===== config.mk =====
export PLATFORM = sky130hd
export DESIGN_NAME = exu_regfile
export DESIGN_NICKNAME = d
export VERILOG_FILES = /design/src/rtl/exu_regfile_pkg.sv /design/src/rtl/exu_regfile_gnrl_dfflr.sv /design/src/rtl/exu_regfile.sv
export SDC_FILE = /design/constraint.sdc
export NUM_CORES = 2
export LEC_CHECK = 0
export BUFFER_PORTS_ARGS = -buffer_cell sky130_fd_sc_hd__clkbuf_2
export CORE_MARGIN = 5
export CORE_UTILIZATION = 55
export DETAILED_ROUTE_END_ITERATION = 6
export PLACE_DENSITY = 0.72
export SETUP_SLACK_MARGIN = 0.2
export SYNTH_ARGS = -nofsm -noshare
export SYNTH_HDL_FRONTEND = slang
export SYNTH_SLANG_ARGS = --single-unit

===== constraint.sdc =====
create_clock -name clk -period 3.75 [get_ports clk]
set_input_delay 0.375 -clock clk [delete_from_list [all_inputs] [get_ports clk]]
set_output_delay 0.375 -clock clk [all_outputs]
set_load 0.01 [all_outputs]

===== src/rtl/exu_regfile_pkg.sv =====
// Shared defaults and write-classification helpers for the execution-unit register file.
// The top module and its flop sub-module both import these definitions.
package exu_regfile_pkg;

   localparam int XLEN_DFLT        = 32;
   localparam int RFIDX_WIDTH_DFLT = 5;
   localparam int RFREG_NUM_DFLT   = 32;
   localparam int X10_IDX          = 10;

   typedef enum logic [1:0] {
      WB_IDLE   = 2'd0,
      WB_ZERO   = 2'd1,
      WB_RANGE  = 2'd2,
      WB_COMMIT = 2'd3
   } wb_kind_e;

   // Reset dominates; x0 and indices past the implemented file are dropped.
   function automatic wb_kind_e wb_classify(input logic rst_n, input logic ena,
                                            input int unsigned idx, input int unsigned num);
      wb_kind_e kind;
      if (!rst_n || !ena) begin
         kind = WB_IDLE;
      end else if (idx == 32'd0) begin
         kind = WB_ZERO;
      end else if (idx >= num) begin
         kind = WB_RANGE;
      end else begin
         kind = WB_COMMIT;
      end
      return kind;
   endfunction

   function automatic logic rd_idx_ok(input int unsigned idx, input int unsigned num);
      return (idx != 32'd0) && (idx < num);
   endfunction

endpackage


===== src/rtl/exu_regfile_gnrl_dfflr.sv =====
// Generic load-enable flop with synchronous active-low clear to zero.
// Used for every register entry and for the write counter.
module gnrl_dfflr #(
   parameter int DW = 32
) (
   input  logic          clk,
   input  logic          rst_n,
   input  logic          lden,
   input  logic [DW-1:0] dnxt,
   output logic [DW-1:0] qout
);

   logic [DW-1:0] q_r;

   // State update: clear dominates load.
   always_ff @(posedge clk) begin
      if (!rst_n) begin
         q_r <= {DW{1'b0}};
      end else if (lden) begin
         q_r <= dnxt;
      end else begin
         q_r <= q_r;
      end
   end

   assign qout = q_r;

endmodule


===== src/rtl/exu_regfile.sv =====
// Integer register file: x0 hard-wired to zero, write-first bypass on both read
// ports, registered x10 debug view and a committed-write counter.
module exu_regfile
   import exu_regfile_pkg::*;
#(
   parameter int XLEN        = XLEN_DFLT,
   parameter int RFIDX_WIDTH = RFIDX_WIDTH_DFLT,
   parameter int RFREG_NUM   = RFREG_NUM_DFLT
) (
   input  logic                   clk,
   input  logic                   rst_n,
   input  logic                   rf_wbck_ena,
   input  logic [RFIDX_WIDTH-1:0] rf_wbck_rdidx,
   input  logic [XLEN-1:0]        rf_wbck_wdat,
   input  logic [RFIDX_WIDTH-1:0] read_src1_idx,
   input  logic [RFIDX_WIDTH-1:0] read_src2_idx,
   output logic [XLEN-1:0]        read_src1_dat,
   output logic [XLEN-1:0]        read_src2_dat,
   output logic [XLEN-1:0]        dbg_x10_dat,
   output logic [31:0]            wr_cnt
);

   localparam int AW = $clog2(RFREG_NUM);

   wb_kind_e        wb_kind_s;
   logic            wb_commit_s;
   logic            byp1_s;
   logic            byp2_s;
   logic [XLEN-1:0] rd1_s;
   logic [XLEN-1:0] rd2_s;
   logic [XLEN-1:0] dbg_s;
   logic [31:0]     wr_cnt_r;
   logic [31:0]     wr_cnt_nxt_s;
   logic [XLEN-1:0] rf_q_s [0:RFREG_NUM-1];

   // Classify the writeback request.
   always_comb begin
      wb_kind_s = wb_classify(rst_n, rf_wbck_ena, 32'(rf_wbck_rdidx), RFREG_NUM);
   end

   // Only a committed write updates state, bypasses or counts.
   always_comb begin
      case (wb_kind_s)
         WB_COMMIT: wb_commit_s = 1'b1;
         WB_IDLE:   wb_commit_s = 1'b0;
         WB_ZERO:   wb_commit_s = 1'b0;
         WB_RANGE:  wb_commit_s = 1'b0;
         default:   wb_commit_s = 1'b0;
      endcase
   end

   assign rf_q_s[0] = {XLEN{1'b0}};

   genvar i;
   generate
      for (i = 1; i < RFREG_NUM; i++) begin : g_entry
         logic lden_s;
         assign lden_s = wb_commit_s && (rf_wbck_rdidx == RFIDX_WIDTH'(i));
         gnrl_dfflr #(.DW(XLEN)) u_entry (
            .clk   (clk),
            .rst_n (rst_n),
            .lden  (lden_s),
            .dnxt  (rf_wbck_wdat),
            .qout  (rf_q_s[i])
         );
      end
   endgenerate

   // Bypass only when the in-flight write is committed to the same index.
   always_comb begin
      byp1_s = wb_commit_s && (read_src1_idx == rf_wbck_rdidx);
      byp2_s = wb_commit_s && (read_src2_idx == rf_wbck_rdidx);
   end

   // Source-1 read mux; outputs stay zero while reset is held.
   always_comb begin
      rd1_s = {XLEN{1'b0}};
      if (!rst_n) begin
         rd1_s = {XLEN{1'b0}};
      end else if (!rd_idx_ok(32'(read_src1_idx), RFREG_NUM)) begin
         rd1_s = {XLEN{1'b0}};
      end else if (byp1_s) begin
         rd1_s = rf_wbck_wdat;
      end else begin
         rd1_s = rf_q_s[read_src1_idx[AW-1:0]];
      end
   end

   // Source-2 read mux, independent of source 1.
   always_comb begin
      rd2_s = {XLEN{1'b0}};
      if (!rst_n) begin
         rd2_s = {XLEN{1'b0}};
      end else if (!rd_idx_ok(32'(read_src2_idx), RFREG_NUM)) begin
         rd2_s = {XLEN{1'b0}};
      end else if (byp2_s) begin
         rd2_s = rf_wbck_wdat;
      end else begin
         rd2_s = rf_q_s[read_src2_idx[AW-1:0]];
      end
   end

   // Debug view of the stored a0 value, never bypassed.
   always_comb begin
      dbg_s = {XLEN{1'b0}};
      if (!rst_n) begin
         dbg_s = {XLEN{1'b0}};
      end else begin
         dbg_s = rf_q_s[X10_IDX];
      end
   end

   assign wr_cnt_nxt_s = wr_cnt_r + 32'd1;

   gnrl_dfflr #(.DW(32)) u_wr_cnt (
      .clk   (clk),
      .rst_n (rst_n),
      .lden  (wb_commit_s),
      .dnxt  (wr_cnt_nxt_s),
      .qout  (wr_cnt_r)
   );

   assign read_src1_dat = rd1_s;
   assign read_src2_dat = rd2_s;
   assign dbg_x10_dat   = dbg_s;
   assign wr_cnt        = wr_cnt_r;

endmodule


==> metrics.cfg <==
[clocking]
clk_latency_ns = 0.68
clock_path_buffers = 3
cts_sinks = 1024
cts_tree = done
cts_setup_buffers = 0
cts_made_buffers = 104
cts-root-buf = clkbuf_16
clk_pin_slew_ns = 0.07
htreeDepth = 3

[timing]
rsz0062_at_grt = no
fin_skew_ns = 0.00629
min_period_over_period_pct = 95.1
hold_viol_final = 0
tns_ns = 0
max_freq_mhz = 280
maxSlewHeadroom_pct = 20.3
fin_crit_ns = 3.57
slew_viol_final = 0
final-setup-viol-count = 0
tightest_slew_ns = 1.19

[route]
final_antenna_net_count = 0
dr.pass1.iters = 7
post_drt_wl_per_cell_um = 28.1
vias_per_cell = 6.83
drc = 0
vias = 50800
drtIter0Drc = 8118
wl_mm = 209

[grt]
grt_pass1_vias = 48000
globalRoute.totalOverflow = 0
grt_max_degree = 129
grt_pass1_wl_mm = 308
antenna_found_initial = 16
gr-usage-all-layers_pct = 39.0

[synthesis]
synth-compound-area-share_pct = 13.6
synth_top_family_by_area = multiplexers
synth.distinct_cells = 59
yosys_warnings = 0
avgSynthCellArea_um2 = 8.54
synth_area_um2 = 53000
async_flop_share_pct = 0
syn_inst = 6204
yosys.area_share.simple_pct = 18.4
muxShareOfSynthArea_pct = 24.0
synth_seq_cells = 1024
synth_fa_ha_area_share_pct = 0.0236
seq_area_frac_synth_pct = 38.7
synth_xor_area_share_pct = 0.347
ys.flop_type = dfxtp_1
synth_edf_count = 0
synth_nets = 6255

[die]
start_util_pct = 55.6
die_h_um = 320
pin_count = 178
core_um2 = 95300
die_w_um = 320
core.rowCount = 113
die_area_um2 = 103000

[power_and_ir_drop]
power.density_nw_per_um2 = 413
power_leakage_nw = 21.1
vdd_drop_max_mv = 0.387
power_mw = 24.5

[placement]
place_inst = 7252
io_buffers = 177
gp_congestion = 0.985
hpwl_mm = 127

[worst_setup_path]
worst_setup_path_start_kind = register
arrival_ns = 3.19
crit_chain = mux4_2 -> mux2i_1 -> nor2_1 -> nor4_1 -> buf_4 -> nor3_1 -> clkbuf_2
crit_path_max_incr_delay_ns = 0.72
path_max_fanout = 4
path_class = register to primary output
end_kind = primary output
slowest_stage = nor4_1
required_ns = 3.38

[layout]
area_delta_synth_final_pct = 12.1
finalNonFillerCells = 7447
drive_above_1_share_pct = 18.1
nets = 6145
fin_util_pct = 62.3

[min_path]
hold_path_class = primary input to register

[status]
outcome = completed

[run]
drv_cap = 0

## placed cells by master (no fill, tap or decap), drive strengths merged, types with 7 or more instances in the layout
master     n
a211oi    14
a21oi    833
a221oi    35
a22o      26
a22oi     72
a32o      16
and2      42
and3      18
buf      269
bufinv    15
clkbuf   315
clkinv    26
dfxtp   1024
inv        7
mux2     150
mux2i    422
mux4     301
nand2   1687
nand2b    14
nand3     39
nand4     18
nor2     350
nor2b     26
nor3      76
nor3b     11
nor4      45
o21ai     15
o221ai    29
o22ai    146
o31ai     36
or2       10
or3       18
or4       12
xnor2     10
xor2      11
## layout make-up
type,count,area (µm²)
clock buffer,144,3060
antenna,6,15.0
tap,1265,1580
multi-input combinational,4516,30100
timing repair buffer,441,3450
sequential,1024,20500
clock inverter,44,629
fill,8035,35900
inverter,7,33.8
## synthesized netlist by cell type, types with 12 or more instances
library cell  instances  area (µm²)
a211oi_1             14         105
a21oi_1             833        4170
a221oi_1             35         307
a22o_1               26         228
a22oi_1              72         541
a32o_1               16         160
and2_1               41         257
and3_1               18         113
buf_1                45         169
buf_2                84         420
clkbuf_1            518        1940
dfxtp_1            1024       20500
mux2_2              141        1590
mux2i_1             422        4220
mux4_2              301        6780
nand2_1            1687        6330
nand2b_1             14        87.6
nand3_1              39         195
nand4_1              18         113
nor2_1              350        1310
nor2b_1              26         163
nor3_1               76         380
nor4_1               45         282
o221ai_1             20         175
o22ai_1             146         913
o31ai_1              36         270
or3_1                18         113
or4_1                12        90.1
## report_power, final
group / total (mW) / internal, mW / switching (mW)
registers: 11.0 / 10.9 / 0.0389
logic: 2.25 / 0.682 / 1.56
clock network: 11.3 / 6.70 / 4.60
## critical path, delay by kind of cell (launching register included)
| family | cells | cell delay [ns] |
|---|---|---|
| DFF | 1 | 0.47 |
| and+or+nand+nor | 3 | 0.87 |
| buffers and inverters | 2 | 0.42 |
| muxes | 2 | 0.74 |
## layer usage
layer / track usage, % / share of wire (%) / vias up
met1: 51.7 / 36 / 24200
met3: 13.2 / 16 / 987
met4: 24.0 / 7.7 / 12
met5: 0.602 / 0.069 / -
met2: 55.0 / 41 / 4131
li1: - / - / 21500
## sequential cells by signal, summed over array words and instances, names as in the netlist
signal and cells:
u_wr_cnt.qout 32, g_entry.u_entry.qout 992
## worst paths after layout
kind / startpoint / end / slack [ns] / cells past startpoint
max: g_entry[10].u_entry.qout[1] / read_src1_dat[1] / 0.18 / 7
min: rf_wbck_wdat[22] / g_entry[25].u_entry.qout[22] / 0.07 / 3
max reg2reg: u_wr_cnt.qout[3] / u_wr_cnt.qout[29] / 1.15 / 6
min reg2reg: g_entry[18].u_entry.qout[30] / g_entry[18].u_entry.qout[30] / 0.46 / 2
## stage by stage
stage          area (µm²)  hold WS, ns  setup slack (ns)
3_3_place_gp        55700        0.449            0.0386
4_1_cts             59400       0.0459             0.244
6_report            59400       0.0708             0.183
3_5_place_dp        55700        0.454            0.0795
2_1_floorplan       53000        0.442              1.11
5_1_grt             59400       0.0815             0.253
## logic make-up after synthesis
| group | Yosys count |
|---|---|
| compound gates | 1239 |
| xor+xnor | 21 |
| fa+ha+maj | 1 |
| buf+inv | 664 |
| flops | 1024 |
| mux | 873 |
| simple gates | 2382 |
## what timing repair did
action	in CTS	in global routing
hold buffers	1	0
endpoints found under the hold margin	3	0
resized for setup	2	1
endpoints found under the setup margin	4	1
cloned	0	0
No activity file was read; power rests on OpenSTA's default activity.
